[config.mk]
export PLATFORM = sky130hd
export DESIGN_NAME = hart_request_ctrl
export DESIGN_NICKNAME = d
export VERILOG_FILES = /design/src/rtl/riscv_defines.sv /design/src/rtl/hart_id_fifo.sv /design/src/rtl/hart_request_ctrl.sv
export SDC_FILE = /design/constraint.sdc
export NUM_CORES = 1
export LEC_CHECK = 0
export BUFFER_PORTS_ARGS = -buffer_cell sky130_fd_sc_hd__buf_2
export CELL_PAD_IN_SITES_DETAIL_PLACEMENT = 0
export CELL_PAD_IN_SITES_GLOBAL_PLACEMENT = 1
export CORE_ASPECT_RATIO = 1.75
export CORE_MARGIN = 10
export CORE_UTILIZATION = 48
export CTS_CLUSTER_DIAMETER = 60
export DETAILED_ROUTE_END_ITERATION = 6
export HOLD_SLACK_MARGIN = 0.15
export PLACE_DENSITY = 0.82
export REMOVE_ABC_BUFFERS = 1
export SKIP_CTS_REPAIR_TIMING = 1
export SLEW_MARGIN = 5
export SYNTH_ARGS = -nofsm -noshare
export SYNTH_HDL_FRONTEND = slang
export SYNTH_SLANG_ARGS = --single-unit
[constraint.sdc]
create_clock -name clk -period 6.2 [get_ports clk]
set_clock_uncertainty 0.15 [all_clocks]
set_input_delay 0 -clock clk [delete_from_list [all_inputs] [get_ports clk]]
set_output_delay 0 -clock clk [all_outputs]
set_load 0.01 [all_outputs]
[src/rtl/riscv_defines.sv]
`default_nettype none
// ============================================================================
// Module   : riscv_defines
// Purpose  : Shared core-wide constants and per-hart issue state encoding.
// Revision : 1.0 - initial release
// ============================================================================
package riscv_defines;

  localparam int NUM_THREADS       = 4;
  localparam int THREAD_ADDR_WIDTH = $clog2(NUM_THREADS);
  localparam int HART_CNT_WIDTH    = 4;

  typedef enum logic [2:0] {
    HART_OFF      = 3'd0,
    HART_READY    = 3'd1,
    HART_ISSUED   = 3'd2,
    HART_WAIT_LD  = 3'd3,
    HART_REDIRECT = 3'd4
  } hart_state_e;

endpackage
`default_nettype wire

[src/rtl/hart_id_fifo.sv]
`default_nettype none
// ============================================================================
// Module   : hart_id_fifo
// Purpose  : In-order FIFO of hart indices for returns that complete in order.
// Revision : 1.0 - initial release
// ============================================================================
module hart_id_fifo #(
  parameter int DEPTH = 4,
  parameter int WIDTH = 2
) (
  input  logic                       clk,
  input  logic                       rst,
  input  logic                       push,
  input  logic                       pop,
  input  logic [WIDTH-1:0]           din,
  output logic [WIDTH-1:0]           head,
  output logic                       full,
  output logic                       empty,
  output logic [$clog2(DEPTH+1)-1:0] count
);

  localparam int                PTR_W    = (DEPTH > 1) ? $clog2(DEPTH) : 1;
  localparam int                CNT_W    = $clog2(DEPTH + 1);
  localparam logic [PTR_W-1:0]  LAST_PTR = PTR_W'(DEPTH - 1);
  localparam logic [CNT_W-1:0]  FULL_CNT = CNT_W'(DEPTH);

  logic [WIDTH-1:0] r_mem [DEPTH];
  logic [PTR_W-1:0] r_wr_ptr;
  logic [PTR_W-1:0] r_rd_ptr;
  logic [CNT_W-1:0] r_count;
  logic             w_do_push;
  logic             w_do_pop;

  assign empty     = (r_count == '0);
  assign full      = (r_count == FULL_CNT);
  assign w_do_pop  = pop & ~empty;
  // A push that coincides with a pop on an empty FIFO is consumed in place.
  assign w_do_push = push & (pop ? ~empty : ~full);

  always_ff @(posedge clk) begin
    if (!rst) begin
      r_wr_ptr <= '0;
      r_rd_ptr <= '0;
      r_count  <= '0;
    end else begin
      if (w_do_push) r_wr_ptr <= (r_wr_ptr == LAST_PTR) ? '0 : r_wr_ptr + PTR_W'(1);
      if (w_do_pop)  r_rd_ptr <= (r_rd_ptr == LAST_PTR) ? '0 : r_rd_ptr + PTR_W'(1);
      r_count <= r_count + CNT_W'(w_do_push) - CNT_W'(w_do_pop);
    end
  end

  always_ff @(posedge clk) begin
    if (w_do_push) r_mem[r_wr_ptr] <= din;
  end

  assign head  = empty ? '0 : r_mem[r_rd_ptr];
  assign count = r_count;

endmodule
`default_nettype wire

[src/rtl/hart_request_ctrl.sv]
`default_nettype none
// ============================================================================
// Module   : hart_request_ctrl
// Purpose  : Per-hart issue eligibility and arbiter request generation.
// Revision : 1.0 - initial release
// ============================================================================
module hart_request_ctrl #(
  parameter int NUM_THREADS       = riscv_defines::NUM_THREADS,
  parameter int THREAD_ADDR_WIDTH = riscv_defines::THREAD_ADDR_WIDTH,
  parameter int PIPE_DEPTH        = 3,
  parameter int REDIRECT_CYCLES   = 2
) (
  input  logic                         clk,
  input  logic                         rst,
  input  logic [NUM_THREADS-1:0]       hart_en_i,
  input  logic                         gnt_valid_i,
  input  logic [THREAD_ADDR_WIDTH-1:0] gnt_i,
  input  logic                         redirect_i,
  input  logic [THREAD_ADDR_WIDTH-1:0] redirect_hart_i,
  input  logic                         ld_issue_i,
  input  logic [THREAD_ADDR_WIDTH-1:0] ld_hart_i,
  input  logic                         data_rvalid_i,
  output logic [NUM_THREADS-1:0]       request_o,
  output logic [NUM_THREADS-1:0]       ld_pending_o,
  output logic [THREAD_ADDR_WIDTH-1:0] rvalid_hart_o,
  output logic                         err_o
);

  import riscv_defines::*;

  localparam int                        FIFO_CNT_W   = $clog2(NUM_THREADS + 1);
  localparam logic [HART_CNT_WIDTH-1:0] C_PIPE_INIT  = HART_CNT_WIDTH'(PIPE_DEPTH - 1);
  localparam logic [HART_CNT_WIDTH-1:0] C_REDIR_INIT = HART_CNT_WIDTH'(REDIRECT_CYCLES - 1);

  logic [THREAD_ADDR_WIDTH-1:0] w_head;
  logic                         w_fifo_full;
  logic                         w_fifo_empty;
  logic [FIFO_CNT_W-1:0]        w_fifo_count;
  logic                         w_rvalid_fire;
  logic                         w_overflow;
  logic                         w_underflow;
  logic                         r_err;

  hart_id_fifo #(
    .DEPTH (NUM_THREADS),
    .WIDTH (THREAD_ADDR_WIDTH)
  ) u_ld_fifo (
    .clk   (clk),
    .rst   (rst),
    .push  (ld_issue_i),
    .pop   (data_rvalid_i),
    .din   (ld_hart_i),
    .head  (w_head),
    .full  (w_fifo_full),
    .empty (w_fifo_empty),
    .count (w_fifo_count)
  );

  // Only a return that actually retires a queued load may release a hart.
  assign w_rvalid_fire = data_rvalid_i & (w_fifo_count != '0);
  assign w_overflow    = ld_issue_i & ~data_rvalid_i & w_fifo_full;
  assign w_underflow   = data_rvalid_i & ~ld_issue_i & w_fifo_empty;

  always_ff @(posedge clk) begin
    if (!rst) r_err <= 1'b0;
    else      r_err <= r_err | w_overflow | w_underflow;
  end

  assign err_o         = r_err;
  assign rvalid_hart_o = w_head;

  for (genvar h = 0; h < NUM_THREADS; h++) begin : g_hart
    hart_state_e               r_state;
    logic [HART_CNT_WIDTH-1:0] r_cnt;
    logic                      w_en;
    logic                      w_grant;
    logic                      w_redirect;
    logic                      w_load;
    logic                      w_ld_return;

    assign w_en        = hart_en_i[h];
    assign w_grant     = gnt_valid_i & (gnt_i == THREAD_ADDR_WIDTH'(h));
    assign w_redirect  = redirect_i & (redirect_hart_i == THREAD_ADDR_WIDTH'(h));
    assign w_load      = ld_issue_i & (ld_hart_i == THREAD_ADDR_WIDTH'(h));
    assign w_ld_return = w_rvalid_fire & (w_head == THREAD_ADDR_WIDTH'(h));

    always_ff @(posedge clk) begin
      if (!rst) begin
        r_state <= HART_OFF;
        r_cnt   <= '0;
      end else begin
        case (r_state)
          HART_OFF: begin
            if (w_en) r_state <= HART_READY;
          end
          HART_READY: begin
            if (!w_en) begin
              r_state <= HART_OFF;
            end else if (w_grant) begin
              r_state <= HART_ISSUED;
              r_cnt   <= C_PIPE_INIT;
            end
          end
          HART_ISSUED: begin
            if (!w_en) begin
              r_state <= HART_OFF;
            end else if (w_redirect) begin
              r_state <= HART_REDIRECT;
              r_cnt   <= C_REDIR_INIT;
            end else if (w_load) begin
              r_state <= HART_WAIT_LD;
            end else if (r_cnt == '0) begin
              r_state <= HART_READY;
            end else begin
              r_cnt <= r_cnt - HART_CNT_WIDTH'(1);
            end
          end
          HART_WAIT_LD: begin
            // A disabled hart still holds here until its load drains.
            if (w_ld_return) r_state <= w_en ? HART_READY : HART_OFF;
          end
          HART_REDIRECT: begin
            if (!w_en) begin
              r_state <= HART_OFF;
            end else if (r_cnt == '0) begin
              r_state <= HART_READY;
            end else begin
              r_cnt <= r_cnt - HART_CNT_WIDTH'(1);
            end
          end
          default: r_state <= HART_OFF;
        endcase
      end
    end

    assign request_o[h]    = (r_state == HART_READY);
    assign ld_pending_o[h] = (r_state == HART_WAIT_LD);
  end

endmodule
`default_nettype wire

; After elaboration in Yosys (flattened, before gate mapping)
; Memory sizes are Yosys's and may differ from the RTL's. A register that Yosys moved wholly into a read port is not among the register bits.
; Index checks and enable logic that the tools add are counted.
[op_classes]
n_addsub = 8
n_bitwise = 29
mux = 84
reduce_logical = 26
eq_ne = 63
[ops]
columns = operator, n
row1 = $mux W4, 28
row2 = $mux W3, 36
row3 = $pmux W3 S5, 4
row4 = $pmux W4 S3, 4
row5 = $ne A2 B2 Y1 const B, 16
row6 = $eq A3 B2 Y1 const B, 8
row7 = $reduce_and A6 Y1, 4
row8 = $and A1 B1 Y1, 23
row9 = $eq A2 B2 Y1 const B, 10
row10 = $logic_not A4 Y1, 4
row11 = $ne A2 B1 Y1 const B, 8
row12 = $sub A4 B1 Y4 const B, 4
row13 = $eq A3 B3 Y1 const B, 5
row14 = $logic_not A3 Y1, 5
row15 = $reduce_bool A3 Y1, 5
row16 = $eq A3 B1 Y1 const B, 4
row17 = $ne A3 B2 Y1 const B, 4
row18 = $ne A3 B3 Y1 const B, 4
row19 = $reduce_and A3 Y1, 4
row20 = $mux W2, 5
row21 = $eq A2 B1 Y1 const B, 4
row22 = $logic_not A2 Y1, 4
row23 = $mux W1, 7
row24 = $add A2 B1 Y2 const B, 2
row25 = other kinds (4), 8
[word_totals]
output_inout_bits = 11
mem_count = 1
mem_bits_rw = 8
regBits = 36
input_bits = 16
wordCells = 223
[mem_list]
columns = memory, words, word_bits, read_ports, rd_clocked_by_memory_dff, wr, line_no
row1 = u_ld_fifo.r_mem, 4, 2, 1, 1, 1, hart_id_fifo.sv:27  ; logic [WIDTH-1:0] r_mem [DEPTH];

; Logic depth before layout (Yosys ltp)
; Gate-level depths: netlist of run 1.
[logic_depth]
depth_word = 6
ltp_mapped = 10
depth_no_buf = 10

; By module
; From an unflattened synthesis of run 1, not the netlist that was laid out.
[unflattened]
cells_unflattened = 371
area_unflattened_um2 = 3080.5
[by_module_without_submodules]
columns = module, area_each_um2, instances, seq_area_each_um2, cells_each
row1 = hart_request_ctrl, 2254.7, 1, 580.6, 300
row2 = hart_id_fifo, 825.8, 1, 420.4, 71

; Least setup slack after synthesis of run 1
; No wires, ideal clock.
[synth_path]
path_kind = register to register
startpoint = reg u_ld_fifo.r_count[2], in the netlist u_ld_fifo.count[2]
endpoint = reg u_ld_fifo.r_count[2], in the netlist u_ld_fifo.count[2]
t_required_ps = 5922
path_slack_ps = 3813
arrival_ps = 2109
stages_incl_launch_ff = 11
setup_ps = 128
cell_sequence = dfxtp_1 > o31ai_2 > inv_1 > ha_1 > inv_1 > ha_1 > inv_1 > fa_1 > xor2_1 > xnor2_1 > nor2_1
[synth_lines]
columns = element, line_no
row1 = "start, declared", hart_id_fifo.sv:30  ; logic [CNT_W-1:0] r_count;
row2 = "start signal, assigned", hart_id_fifo.sv:48  ; r_count <= r_count + CNT_W'(w_do_push) - CNT_W'(w_do_pop);
row3 = $logic_not A3 Y1, hart_id_fifo.sv:34  ; assign empty = (r_count == '0);
row4 = $not A1 Y1, hart_id_fifo.sv:36  ; assign w_do_pop = pop & ~empty;
row5 = $and A1 B1 Y1, hart_id_fifo.sv:36
row6 = net u_ld_fifo.w_do_pop, hart_id_fifo.sv:32  ; logic w_do_pop;
row7 = $sub A3 B1 Y3, hart_id_fifo.sv:48
; The timed path passes the listed nets, and every way through them passes these cells.
; A chain may end at the register's enable or synchronous reset.

; Final worst setup path of run 1
; Ends and elaborated chain as after synthesis.

==> flow_results.xml, run 1 <==
<?xml version="1.0" encoding="UTF-8"?>
<metrics>
  <group name="floorplan">
    <metric name="dieWidth" unit="µm">80.6</metric>
    <metric name="core-area" unit="µm²">6230</metric>
    <metric name="die_height" unit="µm">126</metric>
    <metric name="boundaryPins" unit="">27</metric>
    <metric name="rows" unit="">38</metric>
    <metric name="initial_utilization" unit="">0.496</metric>
    <metric name="die-area" unit="µm²">10200</metric>
  </group>
  <group name="sta">
    <metric name="setup-tns-final" unit="ns">0</metric>
    <metric name="fin_hold_ws" unit="ns">0.123</metric>
    <metric name="post_layout_min_period" unit="ns">2.60</metric>
    <metric name="final_slew_viol_count" unit="">0</metric>
    <metric name="timing.slew.headroom" unit="">0.567</metric>
    <metric name="rsz_0062_raised_after_global_routing" unit="">false</metric>
    <metric name="timing.final.hold_violations" unit="">0</metric>
    <metric name="tightestPinTransition" unit="ns">0.645</metric>
    <metric name="period_share" unit="">0.419</metric>
    <metric name="final-setup-viol-count" unit="">0</metric>
    <metric name="max_freq" unit="MHz">385</metric>
  </group>
  <group name="setup_path">
    <metric name="critical_path.endpoint_type" unit="">register</metric>
    <metric name="worst_reg2reg_path_endpoint" unit="">u_ld_fifo.count[2]</metric>
    <metric name="start_kind" unit="">register</metric>
    <metric name="worst_ep_arrival_time" unit="ns">2.63</metric>
    <metric name="most_frequent_cp_cell" unit="">sky130_fd_sc_hd__inv_1</metric>
    <metric name="crit_path_buf_inv_count" unit="">3</metric>
    <metric name="crit_required" unit="ns">6.23</metric>
    <metric name="reg2reg_setup_slack" unit="ns">3.60</metric>
    <metric name="rr_startpoint" unit="">u_ld_fifo.count[2]</metric>
    <metric name="timing.critical_path.max_delay_family" unit="">adder cells</metric>
    <metric name="critical_path_class" unit="">register to register</metric>
    <metric name="worstSetupPathDepth" unit="">10</metric>
    <metric name="cp_slowest_cell" unit="">sky130_fd_sc_hd__o31ai_2</metric>
    <metric name="worst_r2r_path_depth" unit="">10</metric>
    <metric name="cp_max_fo" unit="">7</metric>
    <metric name="critical_path.max_stage_delay" unit="ns">0.47</metric>
    <metric name="critical_path.startpoint" unit="">u_ld_fifo.count[2]</metric>
    <metric name="timing.critical_path.to" unit="">u_ld_fifo.count[2]</metric>
    <metric name="critical_path.cell_chain" unit="">o31ai_2 &gt; inv_1 &gt; ha_1 &gt; inv_1 &gt; ha_1 &gt; inv_1 &gt; fa_1 &gt; xor2_1 &gt; xnor2_1 &gt; nor2_1</metric>
  </group>
  <group name="clock_network">
    <metric name="cts_tree" unit="">done</metric>
    <metric name="cts-buffers-inserted" unit="">5</metric>
    <metric name="numClockSinks" unit="">46</metric>
    <metric name="htree_levels" unit="">2</metric>
    <metric name="ctsRootBufferMaster" unit="">sky130_fd_sc_hd__clkbuf_8</metric>
    <metric name="worstSkewPairLatency" unit="ns">0.30</metric>
    <metric name="cts_buffer_depth" unit="">2</metric>
    <metric name="clk_pin_slew_worst_paths" unit="ns">0.09</metric>
  </group>
  <group name="finish">
    <metric name="fin_nets" unit="">441</metric>
    <metric name="fraction_of_layout_instances_using_a_drive_strength_above_1" unit="">0.133</metric>
    <metric name="final_core_utilization" unit="">0.560</metric>
    <metric name="layout.filler_cells" unit="">637</metric>
    <metric name="n_antenna_cell" unit="">0</metric>
    <metric name="regArea" unit="µm²">1000</metric>
    <metric name="syn2layout_area_growth" unit="%">13.0</metric>
    <metric name="multiInputGateArea" unit="µm²">1900</metric>
  </group>
  <group name="synth">
    <metric name="syn-mean-instance-area" unit="µm²">8.10</metric>
    <metric name="cell_accounting_for_the_most_synthesized_area" unit="">sky130_fd_sc_hd__dfxtp_1</metric>
    <metric name="synth-seq-area-share" unit="">0.324</metric>
    <metric name="yosysTopAreaCellShare" unit="">0.246</metric>
    <metric name="synth_flop_cell" unit="">sky130_fd_sc_hd__dfxtp_1</metric>
    <metric name="ys_ff_latch" unit="">46</metric>
    <metric name="yosys_warnings" unit="">0</metric>
    <metric name="number_of_synthesized_flops_with_an_enable_pin" unit="">8</metric>
    <metric name="syn_area" unit="µm²">3090</metric>
    <metric name="netlist_top_cells_area" unit="">sky130_fd_sc_hd__dfxtp_1 25%, sky130_fd_sc_hd__edfxtp_1 7.8%, sky130_fd_sc_hd__a21oi_1 5.5%</metric>
    <metric name="async_flop_share" unit="">0</metric>
    <metric name="synthCells" unit="">381</metric>
    <metric name="synth_cell_types" unit="">67</metric>
  </group>
  <group name="placed_design">
    <metric name="place.port_buffers" unit="">26</metric>
    <metric name="detailedPlacementHpwl" unit="µm">5890</metric>
    <metric name="routabilityCongestion" unit="">0.858</metric>
  </group>
  <group name="detailed_routing">
    <metric name="ant_nets" unit="">0</metric>
    <metric name="initialDrtViolationCount" unit="">109</metric>
    <metric name="firstDrtPassIters" unit="">4</metric>
    <metric name="detail_route.wl_per_cell" unit="µm">15.7</metric>
    <metric name="drc" unit="">0</metric>
    <metric name="routed_wirelength" unit="µm">7740</metric>
    <metric name="post_drt_via_cell_ratio" unit="">5.82</metric>
    <metric name="detailroute.via_count" unit="">2875</metric>
  </group>
  <group name="run">
    <metric name="timing.max_cap.violations" unit="">0</metric>
  </group>
  <group name="global_route">
    <metric name="grt_max_degree" unit="">25</metric>
    <metric name="first_global_vias" unit="">2786</metric>
    <metric name="grt_overflow" unit="">0</metric>
    <metric name="grt_antenna_before_repair" unit="">0</metric>
    <metric name="grt_use_total" unit="">0.153</metric>
    <metric name="grt_pass1_wl" unit="µm">12800</metric>
  </group>
  <group name="run_status">
    <metric name="run_status" unit="">finished, final reports clean</metric>
  </group>
  <group name="min_path">
    <metric name="hold-path-cell-count" unit="">5</metric>
    <metric name="holdCritPathClass" unit="">input pin to register</metric>
  </group>
  <group name="pwr">
    <metric name="max-vdd-ir-drop" unit="mV">0.151</metric>
    <metric name="pwr_density_cell" unit="nW/µm²">232</metric>
    <metric name="power_leakage" unit="µW">0.00138</metric>
  </group>
</metrics>
==> flip-flops by register name (all words and copies together), names as in the netlist, named ones only <==
signal              flops
u_ld_fifo.count         3
u_ld_fifo.r_rd_ptr      2
err_o                   1
u_ld_fifo.r_wr_ptr      2
g_hart.r_cnt           16
g_hart.r_state         12
u_ld_fifo.r_mem         8
==> layout by cell type, fill, tap and decap left out, types with 8 or more instances in the layout <==
cell type and instances:
sky130_fd_sc_hd__nand2b_1 13, sky130_fd_sc_hd__o21ai_0 21, sky130_fd_sc_hd__a21oi_1 34, sky130_fd_sc_hd__edfxtp_1 8, sky130_fd_sc_hd__inv_1 25, sky130_fd_sc_hd__nor3_1 13, sky130_fd_sc_hd__nor2_1 37, sky130_fd_sc_hd__nor2b_1 10
sky130_fd_sc_hd__dfxtp_1 38, sky130_fd_sc_hd__nand3b_1 8, sky130_fd_sc_hd__nand3_1 13, sky130_fd_sc_hd__nand2_1 30, sky130_fd_sc_hd__dlygate4sd3_1 14, sky130_fd_sc_hd__and2_1 8, sky130_fd_sc_hd__buf_2 26, sky130_fd_sc_hd__ha_1 11
==> worst min-delay path, cell delays in order <==
cell,delay [ns]
sky130_fd_sc_hd__buf_2,0.12
sky130_fd_sc_hd__nand3b_1,0.13
sky130_fd_sc_hd__o2111ai_1,0.10
sky130_fd_sc_hd__a211o_1,0.13
sky130_fd_sc_hd__a21oi_1,0.05
==> per-stage QoR <==
stage	instances	setup slack [ns]	instance area [µm²]	total power (µW)
4_1_cts	480	3.60	3350	811
5_1_grt	494	3.41	3490	857
6_report	494	3.60	3490	808
3_5_place_dp	472	3.62	3230	576
2_1_floorplan	366	3.82	3000	506
3_3_place_gp	472	3.68	3230	568
==> power by group <==
part,switching (µW),internal (µW)
clock network,103,132
registers,29.5,331
logic,121,91.7
total,254,554
==> per-layer routing <==
metal,track usage,wire length (µm),vias to the layer above
li1,-,-,1447
met2,0.289,4330,45
met1,0.158,3040,1373
met4,0.0479,92,0
met3,0.0328,279,10
met5,0,0,-
==> Yosys cell counts (3+ instances only) <==
library cell	instances
sky130_fd_sc_hd__xor2_1	3
sky130_fd_sc_hd__o221a_2	4
sky130_fd_sc_hd__o32ai_1	4
sky130_fd_sc_hd__a211oi_1	4
sky130_fd_sc_hd__or3_1	6
sky130_fd_sc_hd__or3b_2	3
sky130_fd_sc_hd__nand3_1	13
sky130_fd_sc_hd__nor3_1	13
sky130_fd_sc_hd__nand3b_1	8
sky130_fd_sc_hd__buf_6	3
sky130_fd_sc_hd__ha_1	11
sky130_fd_sc_hd__nor3b_1	6
sky130_fd_sc_hd__o211ai_1	4
sky130_fd_sc_hd__nand2b_1	13
sky130_fd_sc_hd__and3b_1	4
sky130_fd_sc_hd__nor2_1	37
sky130_fd_sc_hd__dfxtp_1	38
sky130_fd_sc_hd__a21oi_1	34
sky130_fd_sc_hd__clkbuf_1	9
sky130_fd_sc_hd__o22ai_1	4
sky130_fd_sc_hd__edfxtp_1	8
sky130_fd_sc_hd__and2_1	8
sky130_fd_sc_hd__o21ai_0	21
sky130_fd_sc_hd__a31oi_1	5
sky130_fd_sc_hd__nand2_1	30
sky130_fd_sc_hd__nor2b_1	10
sky130_fd_sc_hd__inv_1	25
==> cell type report <==
cell class	instances	area share
tap	80	0.0287
clock inverter	1	0.00861
timing repair buffer	40	0.0775
clock buffer	7	0.0247
multi-input combinational	294	0.546
sequential	46	0.287
inverter	26	0.0280
==> cells by family after synthesis <==
| kind of cell | Yosys count | synth area share |
|---|---|---|
| and+or+nand+nor | 162 | 0.284 |
| AOI/OAI and AO/OA | 112 | 0.249 |
| DFF | 46 | 0.324 |
| buffers and inverters | 41 | 0.0592 |
| adders and majority gates | 14 | 0.0580 |
| xor gates and xnor gates | 4 | 0.0114 |
| muxes | 2 | 0.0146 |
==> how the worst min path moves through the flow <==
stage,end,slack (ns),startpoint
2_1_floorplan,u_ld_fifo.r_mem[0][0],-0.05,ld_hart_i[0]
3_3_place_gp,u_ld_fifo.r_mem[1][0],0.18,ld_hart_i[0]
3_5_place_dp,u_ld_fifo.r_mem[1][0],0.18,ld_hart_i[0]
4_1_cts,u_ld_fifo.r_mem[2][0],-0.14,ld_hart_i[0]
5_1_grt,g_hart[1].r_state[2],0.17,redirect_hart_i[0]
6_report,g_hart[1].r_state[1],0.12,redirect_hart_i[0]
Note: power is estimated with default switching activity, not from simulation.
==> run 2: changes to the inputs <==
--- a/config.mk
+++ b/config.mk
@@ -10,11 +10,11 @@
 export CELL_PAD_IN_SITES_GLOBAL_PLACEMENT = 1
 export CORE_ASPECT_RATIO = 1.75
 export CORE_MARGIN = 10
-export CORE_UTILIZATION = 48
+export CORE_UTILIZATION = 45
 export CTS_CLUSTER_DIAMETER = 60
 export DETAILED_ROUTE_END_ITERATION = 6
 export HOLD_SLACK_MARGIN = 0.15
-export PLACE_DENSITY = 0.82
+export PLACE_DENSITY = 0.77
 export REMOVE_ABC_BUFFERS = 1
 export SKIP_CTS_REPAIR_TIMING = 1
 export SLEW_MARGIN = 5
==> constraint.sdc (replaced) <==
create_clock -name clk -period 2.5 [get_ports clk]
set_clock_uncertainty 0.15 [all_clocks]
set_input_delay 0 -clock clk [delete_from_list [all_inputs] [get_ports clk]]
set_output_delay 0 -clock clk [all_outputs]
set_load 0.01 [all_outputs]
==> run 2 against run 1 <==
- utilization down 2.3 points
- register-to-register slack worse by 3.5 ns
- critical path depth down 2
- sequential cell count unchanged
- final area up 1.4%
- non-clock buffer count up 3
- combinational power rose to 2.5 times the previous value
- global-route usage down 0.60 points
- critical endpoint is now g_hart[2].r_state[1]
- highest routed layer unchanged
==> flow_results.xml, run 2 (synthesis gave the netlist of run 1 again) <==
<?xml version="1.0" encoding="UTF-8"?>
<metrics>
  <group name="run_status">
    <metric name="run_status" unit="">finished, final reports clean</metric>
  </group>
  <group name="finish">
    <metric name="largest_reg_flops" unit="">16</metric>
    <metric name="biggest_registers_after_layout" unit="">g_hart.r_cnt: 16 flops, g_hart.r_state: 12 flops, u_ld_fifo.r_mem: 8 flops</metric>
    <metric name="syn2layout_area_growth" unit="%">14.6</metric>
    <metric name="largest_register" unit="">g_hart.r_cnt</metric>
    <metric name="fraction_of_layout_instances_using_a_drive_strength_above_1" unit="">0.146</metric>
    <metric name="finish.instance_area" unit="µm²">3540</metric>
    <metric name="fin_nets" unit="">444</metric>
    <metric name="mostFrequentLayoutCell" unit="">sky130_fd_sc_hd__dfxtp_1</metric>
    <metric name="final_cell_mix" unit="">38 x sky130_fd_sc_hd__dfxtp_1, 37 x sky130_fd_sc_hd__nor2_1, 34 x sky130_fd_sc_hd__a21oi_1, 30 x sky130_fd_sc_hd__nand2_1, 26 x sky130_fd_sc_hd__buf_2</metric>
    <metric name="final-instance-count-excl-fill" unit="">499</metric>
    <metric name="n_antenna_cell" unit="">0</metric>
    <metric name="layout.filler_cells" unit="">672</metric>
    <metric name="final_core_utilization" unit="">0.537</metric>
  </group>
  <group name="setup_path">
    <metric name="start_kind" unit="">register</metric>
    <metric name="crit_required" unit="ns">2.53</metric>
    <metric name="critical_path.max_stage_delay" unit="ns">0.56</metric>
    <metric name="timing.critical_path.max_delay_family" unit="">buffers and inverters</metric>
    <metric name="critical_path.cell_chain" unit="">inv_1 &gt; ha_1 &gt; or3b_2 &gt; a21oi_1 &gt; o21bai_1 &gt; a21oi_1 &gt; nor3_1 &gt; dlygate4sd3_1</metric>
    <metric name="critical_path.endpoint_type" unit="">register</metric>
    <metric name="cp_slowest_cell" unit="">sky130_fd_sc_hd__dlygate4sd3_1</metric>
    <metric name="critical_path_class" unit="">register to register</metric>
    <metric name="cp_max_fo" unit="">5</metric>
    <metric name="crit_path_buf_inv_count" unit="">2</metric>
    <metric name="worst_ep_arrival_time" unit="ns">2.42</metric>
    <metric name="most_frequent_cp_cell" unit="">sky130_fd_sc_hd__a21oi_1</metric>
  </group>
  <group name="clock_network">
    <metric name="cts-buffers-inserted" unit="">5</metric>
    <metric name="worstSkewPairLatency" unit="ns">0.30</metric>
    <metric name="clk_pin_slew_worst_paths" unit="ns">0.07</metric>
    <metric name="htree_levels" unit="">2</metric>
    <metric name="numClockSinks" unit="">46</metric>
    <metric name="cts_buffer_depth" unit="">2</metric>
    <metric name="cts_tree" unit="">done</metric>
    <metric name="ctsRootBufferMaster" unit="">sky130_fd_sc_hd__clkbuf_16</metric>
  </group>
  <group name="sta">
    <metric name="period_share" unit="">0.954</metric>
    <metric name="setup-tns-final" unit="ns">0</metric>
    <metric name="postLayoutSetupSlackWorst" unit="ns">0.116</metric>
    <metric name="timing.slew.headroom" unit="">0.642</metric>
    <metric name="final_slew_viol_count" unit="">0</metric>
    <metric name="tightestPinTransition" unit="ns">0.535</metric>
    <metric name="max_freq" unit="MHz">419</metric>
    <metric name="post_layout_min_period" unit="ns">2.38</metric>
    <metric name="timing.final.hold_violations" unit="">0</metric>
    <metric name="final-setup-viol-count" unit="">0</metric>
  </group>
  <group name="global_route">
    <metric name="first_global_vias" unit="">2720</metric>
    <metric name="grt_max_degree" unit="">18</metric>
    <metric name="grt_antenna_before_repair" unit="">0</metric>
    <metric name="grt_pass1_wl" unit="µm">12500</metric>
    <metric name="grt_overflow" unit="">0</metric>
    <metric name="grt_use_total" unit="">0.147</metric>
  </group>
  <group name="detailed_routing">
    <metric name="ant_nets" unit="">0</metric>
    <metric name="firstDrtPassIters" unit="">4</metric>
    <metric name="post_drt_via_cell_ratio" unit="">5.72</metric>
    <metric name="detail_route.wl_per_cell" unit="µm">15.2</metric>
    <metric name="detailroute.via_count" unit="">2856</metric>
    <metric name="initialDrtViolationCount" unit="">144</metric>
    <metric name="drc" unit="">0</metric>
    <metric name="routed_wirelength" unit="µm">7590</metric>
  </group>
  <group name="floorplan">
    <metric name="die_height" unit="µm">130</metric>
    <metric name="dieWidth" unit="µm">82.6</metric>
    <metric name="boundaryPins" unit="">27</metric>
    <metric name="rows" unit="">39</metric>
    <metric name="core-area" unit="µm²">6590</metric>
    <metric name="initial_utilization" unit="">0.469</metric>
    <metric name="die-area" unit="µm²">10700</metric>
  </group>
  <group name="pwr">
    <metric name="power_leakage" unit="µW">0.00140</metric>
    <metric name="pwr_density_cell" unit="nW/µm²">595</metric>
    <metric name="max-vdd-ir-drop" unit="mV">0.526</metric>
  </group>
  <group name="placed_design">
    <metric name="placedInstanceArea" unit="µm²">3270</metric>
    <metric name="place_ws" unit="ns">0.173</metric>
    <metric name="detailedPlacementHpwl" unit="µm">5840</metric>
    <metric name="routabilityCongestion" unit="">0.801</metric>
    <metric name="place.port_buffers" unit="">26</metric>
    <metric name="post-place-cells" unit="">479</metric>
  </group>
  <group name="min_path">
    <metric name="holdCritPathClass" unit="">input pin to register</metric>
  </group>
  <group name="run">
    <metric name="timing.max_cap.violations" unit="">0</metric>
  </group>
</metrics>
run 2: layer usage:
metal / vias up / wire length (µm) / GRT usage
met1: 1348 / 3070 / 0.152
met3: 11 / 256 / 0.0332
met2: 43 / 4140 / 0.273
met5: - / 0 / 0
met4: 0 / 130 / 0.0584
li1: 1454 / - / -
run 2: final timing paths:
| kind | startpoint | slack (ns) | to | cells after the start |
|---|---|---|---|---|
| hold / removal | ld_issue_i | 0.08 | err_o | 4 |
| hold reg to reg | err_o | 0.34 | err_o | 2 |
| setup / recovery | g_hart[2].r_cnt[0] | 0.12 | g_hart[2].r_state[1] | 8 |
| setup reg to reg | g_hart[2].r_cnt[0] | 0.12 | g_hart[2].r_state[1] | 8 |
run 2: metrics by stage:
stage / power [µW] / hold slack (ns)
after global placement: 1430 / 0.166
after global routing: 2220 / 0.176
after floorplan: 1260 / -0.0511
final: 2110 / 0.0771
after CTS: 2120 / -0.138
after detailed placement: 1440 / 0.167
run 2: where the power goes:
group,internal [µW],leakage [µW],switching [µW]
logic,240,0.000950,299
registers,822,0.000382,66.3
clock network,371,0.0000698,308
total,1430,0.00140,674
run 2: worst reg2reg max path, stage by stage (launching register included):
cell and delay (ns):
sky130_fd_sc_hd__dfxtp_1 0.34, sky130_fd_sc_hd__inv_1 0.07, sky130_fd_sc_hd__ha_1 0.21, sky130_fd_sc_hd__or3b_2 0.51, sky130_fd_sc_hd__a21oi_1 0.16, sky130_fd_sc_hd__o21bai_1 0.07, sky130_fd_sc_hd__a21oi_1 0.13, sky130_fd_sc_hd__nor3_1 0.06
sky130_fd_sc_hd__dlygate4sd3_1 0.56
run 2: final cells by class:
cell class | instances | area, µm² | share of cell area
Inverter | 26 | 97.6 | 0.0276
Multi-Input combinational cell | 294 | 1900 | 0.538
Timing Repair Buffer | 43 | 288 | 0.0813
Sequential cell | 46 | 1000 | 0.283
Clock inverter | 3 | 21.3 | 0.00601
Tap cell | 82 | 103 | 0.0290
Clock buffer | 5 | 125 | 0.0354
==> run 3: changes to the inputs <==
--- a/config.mk
+++ b/config.mk
@@ -5,12 +5,13 @@
 export SDC_FILE = /design/constraint.sdc
 export NUM_CORES = 1
 export LEC_CHECK = 0
+export ABC_AREA = 1
 export BUFFER_PORTS_ARGS = -buffer_cell sky130_fd_sc_hd__buf_2
 export CELL_PAD_IN_SITES_DETAIL_PLACEMENT = 0
 export CELL_PAD_IN_SITES_GLOBAL_PLACEMENT = 1
 export CORE_ASPECT_RATIO = 1.75
 export CORE_MARGIN = 10
-export CORE_UTILIZATION = 45
+export CORE_UTILIZATION = 43
 export CTS_CLUSTER_DIAMETER = 60
 export DETAILED_ROUTE_END_ITERATION = 6
 export HOLD_SLACK_MARGIN = 0.15
==> run 3 against run 2 <==
- synthesized cell count rose by 22%
- critical endpoint is now u_ld_fifo.count[2]
- critical path type unchanged
- highest routed layer unchanged
- final area rose by 0.46%
- sequential cell count did not move
==> flow_results.xml, run 3 <==
<?xml version="1.0" encoding="UTF-8"?>
<metrics>
  <group name="run_status">
    <metric name="run_status" unit="">finished, final reports clean</metric>
  </group>
  <group name="floorplan">
    <metric name="die_height" unit="µm">132</metric>
    <metric name="rows" unit="">40</metric>
    <metric name="boundaryPins" unit="">27</metric>
    <metric name="dieWidth" unit="µm">83.8</metric>
    <metric name="initial_utilization" unit="">0.443</metric>
    <metric name="die-area" unit="µm²">11000</metric>
    <metric name="core-area" unit="µm²">6910</metric>
  </group>
  <group name="synth">
    <metric name="ys_ff_latch" unit="">46</metric>
    <metric name="yosys-mux-area-fraction" unit="">0</metric>
    <metric name="synthCells" unit="">464</metric>
    <metric name="async_flop_share" unit="">0</metric>
    <metric name="synth_flop_cell" unit="">sky130_fd_sc_hd__dfxtp_1</metric>
    <metric name="netlist_top_cells_area" unit="">sky130_fd_sc_hd__dfxtp_1 25%, sky130_fd_sc_hd__nand2_1 14%, sky130_fd_sc_hd__inv_1 8.2%</metric>
    <metric name="syn_area" unit="µm²">3060</metric>
    <metric name="synth-seq-area-share" unit="">0.327</metric>
    <metric name="yosys_warnings" unit="">0</metric>
    <metric name="post_synthesis_compound_gate_area_fraction" unit="">0.133</metric>
    <metric name="syn-mean-instance-area" unit="µm²">6.60</metric>
    <metric name="synth_commonest_cells" unit="">114 x sky130_fd_sc_hd__nand2_1, 67 x sky130_fd_sc_hd__inv_1, 59 x sky130_fd_sc_hd__nor2_1</metric>
    <metric name="yosys.area_share.xor_xnor" unit="">0.0257</metric>
    <metric name="synth.most_common_cell" unit="">sky130_fd_sc_hd__nand2_1</metric>
    <metric name="share_of_synthesized_cell_area_in_and_or_nand_and_nor_gates" unit="">0.369</metric>
    <metric name="main_combinational_cell_family_by_area_after_synthesis" unit="">simple AND/OR/NAND/NOR gates</metric>
    <metric name="yosysTopAreaCellShare" unit="">0.248</metric>
    <metric name="number_of_synthesized_flops_with_an_enable_pin" unit="">8</metric>
    <metric name="synth_cell_types" unit="">37</metric>
    <metric name="synth_fa_ha_area_frac" unit="">0.0515</metric>
    <metric name="cell_accounting_for_the_most_synthesized_area" unit="">sky130_fd_sc_hd__dfxtp_1</metric>
  </group>
  <group name="global_route">
    <metric name="grt_antenna_before_repair" unit="">0</metric>
    <metric name="grt_overflow" unit="">0</metric>
    <metric name="grt_max_degree" unit="">21</metric>
    <metric name="grt_pass1_wl" unit="µm">12700</metric>
    <metric name="first_global_vias" unit="">2955</metric>
    <metric name="grt_use_total" unit="">0.136</metric>
  </group>
  <group name="sta">
    <metric name="setup-tns-final" unit="ns">0</metric>
    <metric name="final-setup-viol-count" unit="">0</metric>
    <metric name="post_layout_min_period" unit="ns">2.23</metric>
    <metric name="period_share" unit="">0.893</metric>
    <metric name="postLayoutSetupSlackWorst" unit="ns">0.266</metric>
    <metric name="max_freq" unit="MHz">448</metric>
    <metric name="timing.slew.headroom" unit="">0.548</metric>
    <metric name="timing.final.hold_violations" unit="">0</metric>
    <metric name="final_slew_viol_count" unit="">0</metric>
    <metric name="rsz_0062_raised_after_global_routing" unit="">false</metric>
    <metric name="tightestPinTransition" unit="ns">0.677</metric>
  </group>
  <group name="placed_design">
    <metric name="place.port_buffers" unit="">26</metric>
    <metric name="place_ws" unit="ns">0.273</metric>
    <metric name="routabilityCongestion" unit="">0.831</metric>
    <metric name="detailedPlacementHpwl" unit="µm">6020</metric>
  </group>
  <group name="setup_path">
    <metric name="cp_slowest_cell" unit="">sky130_fd_sc_hd__fa_1</metric>
    <metric name="most_frequent_cp_cell" unit="">sky130_fd_sc_hd__inv_1</metric>
    <metric name="critical_path.cell_chain" unit="">nor2_1 &gt; nand2_1 &gt; nand2_1 &gt; clkinv_1 &gt; ha_1 &gt; inv_1 &gt; ha_1 &gt; inv_1 &gt; fa_1 &gt; inv_1 &gt; o21ai_0 &gt; a21oi_1</metric>
    <metric name="crit_required" unit="ns">2.58</metric>
    <metric name="worst_r2r_path_depth" unit="">12</metric>
    <metric name="critical_path_class" unit="">register to register</metric>
    <metric name="worst_ep_arrival_time" unit="ns">2.31</metric>
    <metric name="cp_max_fo" unit="">3</metric>
    <metric name="critical_path.endpoint_type" unit="">register</metric>
    <metric name="critical_path.max_stage_delay" unit="ns">0.38</metric>
    <metric name="start_kind" unit="">register</metric>
  </group>
  <group name="finish">
    <metric name="syn2layout_area_growth" unit="%">16.1</metric>
    <metric name="mostFrequentLayoutCell" unit="">sky130_fd_sc_hd__nand2_1</metric>
    <metric name="biggest_registers_after_layout" unit="">g_hart.r_cnt: 16 flops, g_hart.r_state: 12 flops, u_ld_fifo.r_mem: 8 flops</metric>
    <metric name="fin_nets" unit="">534</metric>
    <metric name="final_cell_mix" unit="">114 x sky130_fd_sc_hd__nand2_1, 67 x sky130_fd_sc_hd__inv_1, 59 x sky130_fd_sc_hd__nor2_1, 45 x sky130_fd_sc_hd__nand3_1, 38 x sky130_fd_sc_hd__dfxtp_1</metric>
    <metric name="final_core_utilization" unit="">0.515</metric>
    <metric name="fraction_of_layout_instances_using_a_drive_strength_above_1" unit="">0.122</metric>
    <metric name="largest_register" unit="">g_hart.r_cnt</metric>
    <metric name="largest_reg_flops" unit="">16</metric>
    <metric name="n_antenna_cell" unit="">0</metric>
  </group>
  <group name="pwr">
    <metric name="max-vdd-ir-drop" unit="mV">0.561</metric>
    <metric name="power_leakage" unit="µW">0.00171</metric>
    <metric name="pwr_density_cell" unit="nW/µm²">771</metric>
    <metric name="report.power.total" unit="µW">2740</metric>
  </group>
  <group name="min_path">
    <metric name="holdCritPathClass" unit="">input pin to register</metric>
    <metric name="hold-path-cell-count" unit="">6</metric>
  </group>
  <group name="detailed_routing">
    <metric name="initialDrtViolationCount" unit="">85</metric>
    <metric name="detail_route.wl_per_cell" unit="µm">13.0</metric>
    <metric name="drc" unit="">0</metric>
    <metric name="detailroute.via_count" unit="">2998</metric>
    <metric name="ant_nets" unit="">0</metric>
    <metric name="post_drt_via_cell_ratio" unit="">5.07</metric>
    <metric name="routed_wirelength" unit="µm">7680</metric>
    <metric name="firstDrtPassIters" unit="">4</metric>
  </group>
  <group name="clock_network">
    <metric name="htree_levels" unit="">2</metric>
    <metric name="clk_pin_slew_worst_paths" unit="ns">0.07</metric>
    <metric name="cts_buffer_depth" unit="">2</metric>
    <metric name="cts-buffers-inserted" unit="">5</metric>
    <metric name="numClockSinks" unit="">46</metric>
    <metric name="cts_tree" unit="">done</metric>
    <metric name="ctsRootBufferMaster" unit="">sky130_fd_sc_hd__clkbuf_16</metric>
    <metric name="worstSkewPairLatency" unit="ns">0.29</metric>
  </group>
  <group name="run">
    <metric name="timing.max_cap.violations" unit="">0</metric>
  </group>
</metrics>
## run 3: changes by cell type after synthesis, sizes merged, moves of 6 or more
cell / delta
o21ai: +15
inv: +47
nand3: +35
and2: -8
nor3b: -7
nor2b: -10
nand2: +87
nand2b: -14
nor2: +25
nand3b: -7
a21oi: -19
or3: -6
buf: -6
## run 3: stage by stage
step,instances,instance area [µm²],hold WS (ns)
finish,591,3550,0.0914
global route,591,3550,0.181
CTS,580,3440,-0.163
detailed placement,572,3300,0.144
global placement,572,3300,0.135
floorplan,460,3050,-0.0565
## run 3: worst paths after layout
kind / from / endpoint / slack, ns
worst min-delay path: redirect_hart_i[1] / g_hart[2].r_cnt[2] / 0.09
worst min register to register: g_hart[2].r_cnt[1] / g_hart[2].r_cnt[1] / 0.31
worst max register to register: u_ld_fifo.count[1] / u_ld_fifo.count[2] / 0.27
worst max-delay path: u_ld_fifo.count[1] / u_ld_fifo.count[2] / 0.27
## run 3: kinds of logic after synthesis
family,count (synthesis)
simple gates,250
buf+inv,77
compound gates,70
flops,46
fa+ha+maj,12
xor+xnor,9
## run 3: cell type report
class / instances / area [µm²]
multi-input combinational: 341 / 1770
fill: 755 / 3350
inverter: 73 / 274
tap: 84 / 105
clock inverter: 3 / 21.3
sequential: 46 / 1000
clock buffer: 5 / 125
timing repair buffer: 39 / 255
## run 3: report_power, final
| part | switching [µW] | total [µW] | internal, µW |
|---|---|---|---|
| sequential | 103 | 983 | 880 |
| clock | 295 | 666 | 370 |
| combinational | 698 | 1090 | 395 |
## run 3: critical path, delay by kind of cell (launching register included)
family | cells | cell delay, ns
fa+ha+maj | 3 | 0.80
simple gates | 3 | 0.38
flops | 1 | 0.34
buf+inv | 4 | 0.29
compound gates | 2 | 0.21
## run 3: metal layers
metal  GRT usage  vias up  part of all wire
met5           0        -                 0
met4      0.0636        0             0.025
met3      0.0278       15             0.033
met2       0.261       39              0.54
met1       0.132     1351              0.40
li1            -     1593                 -
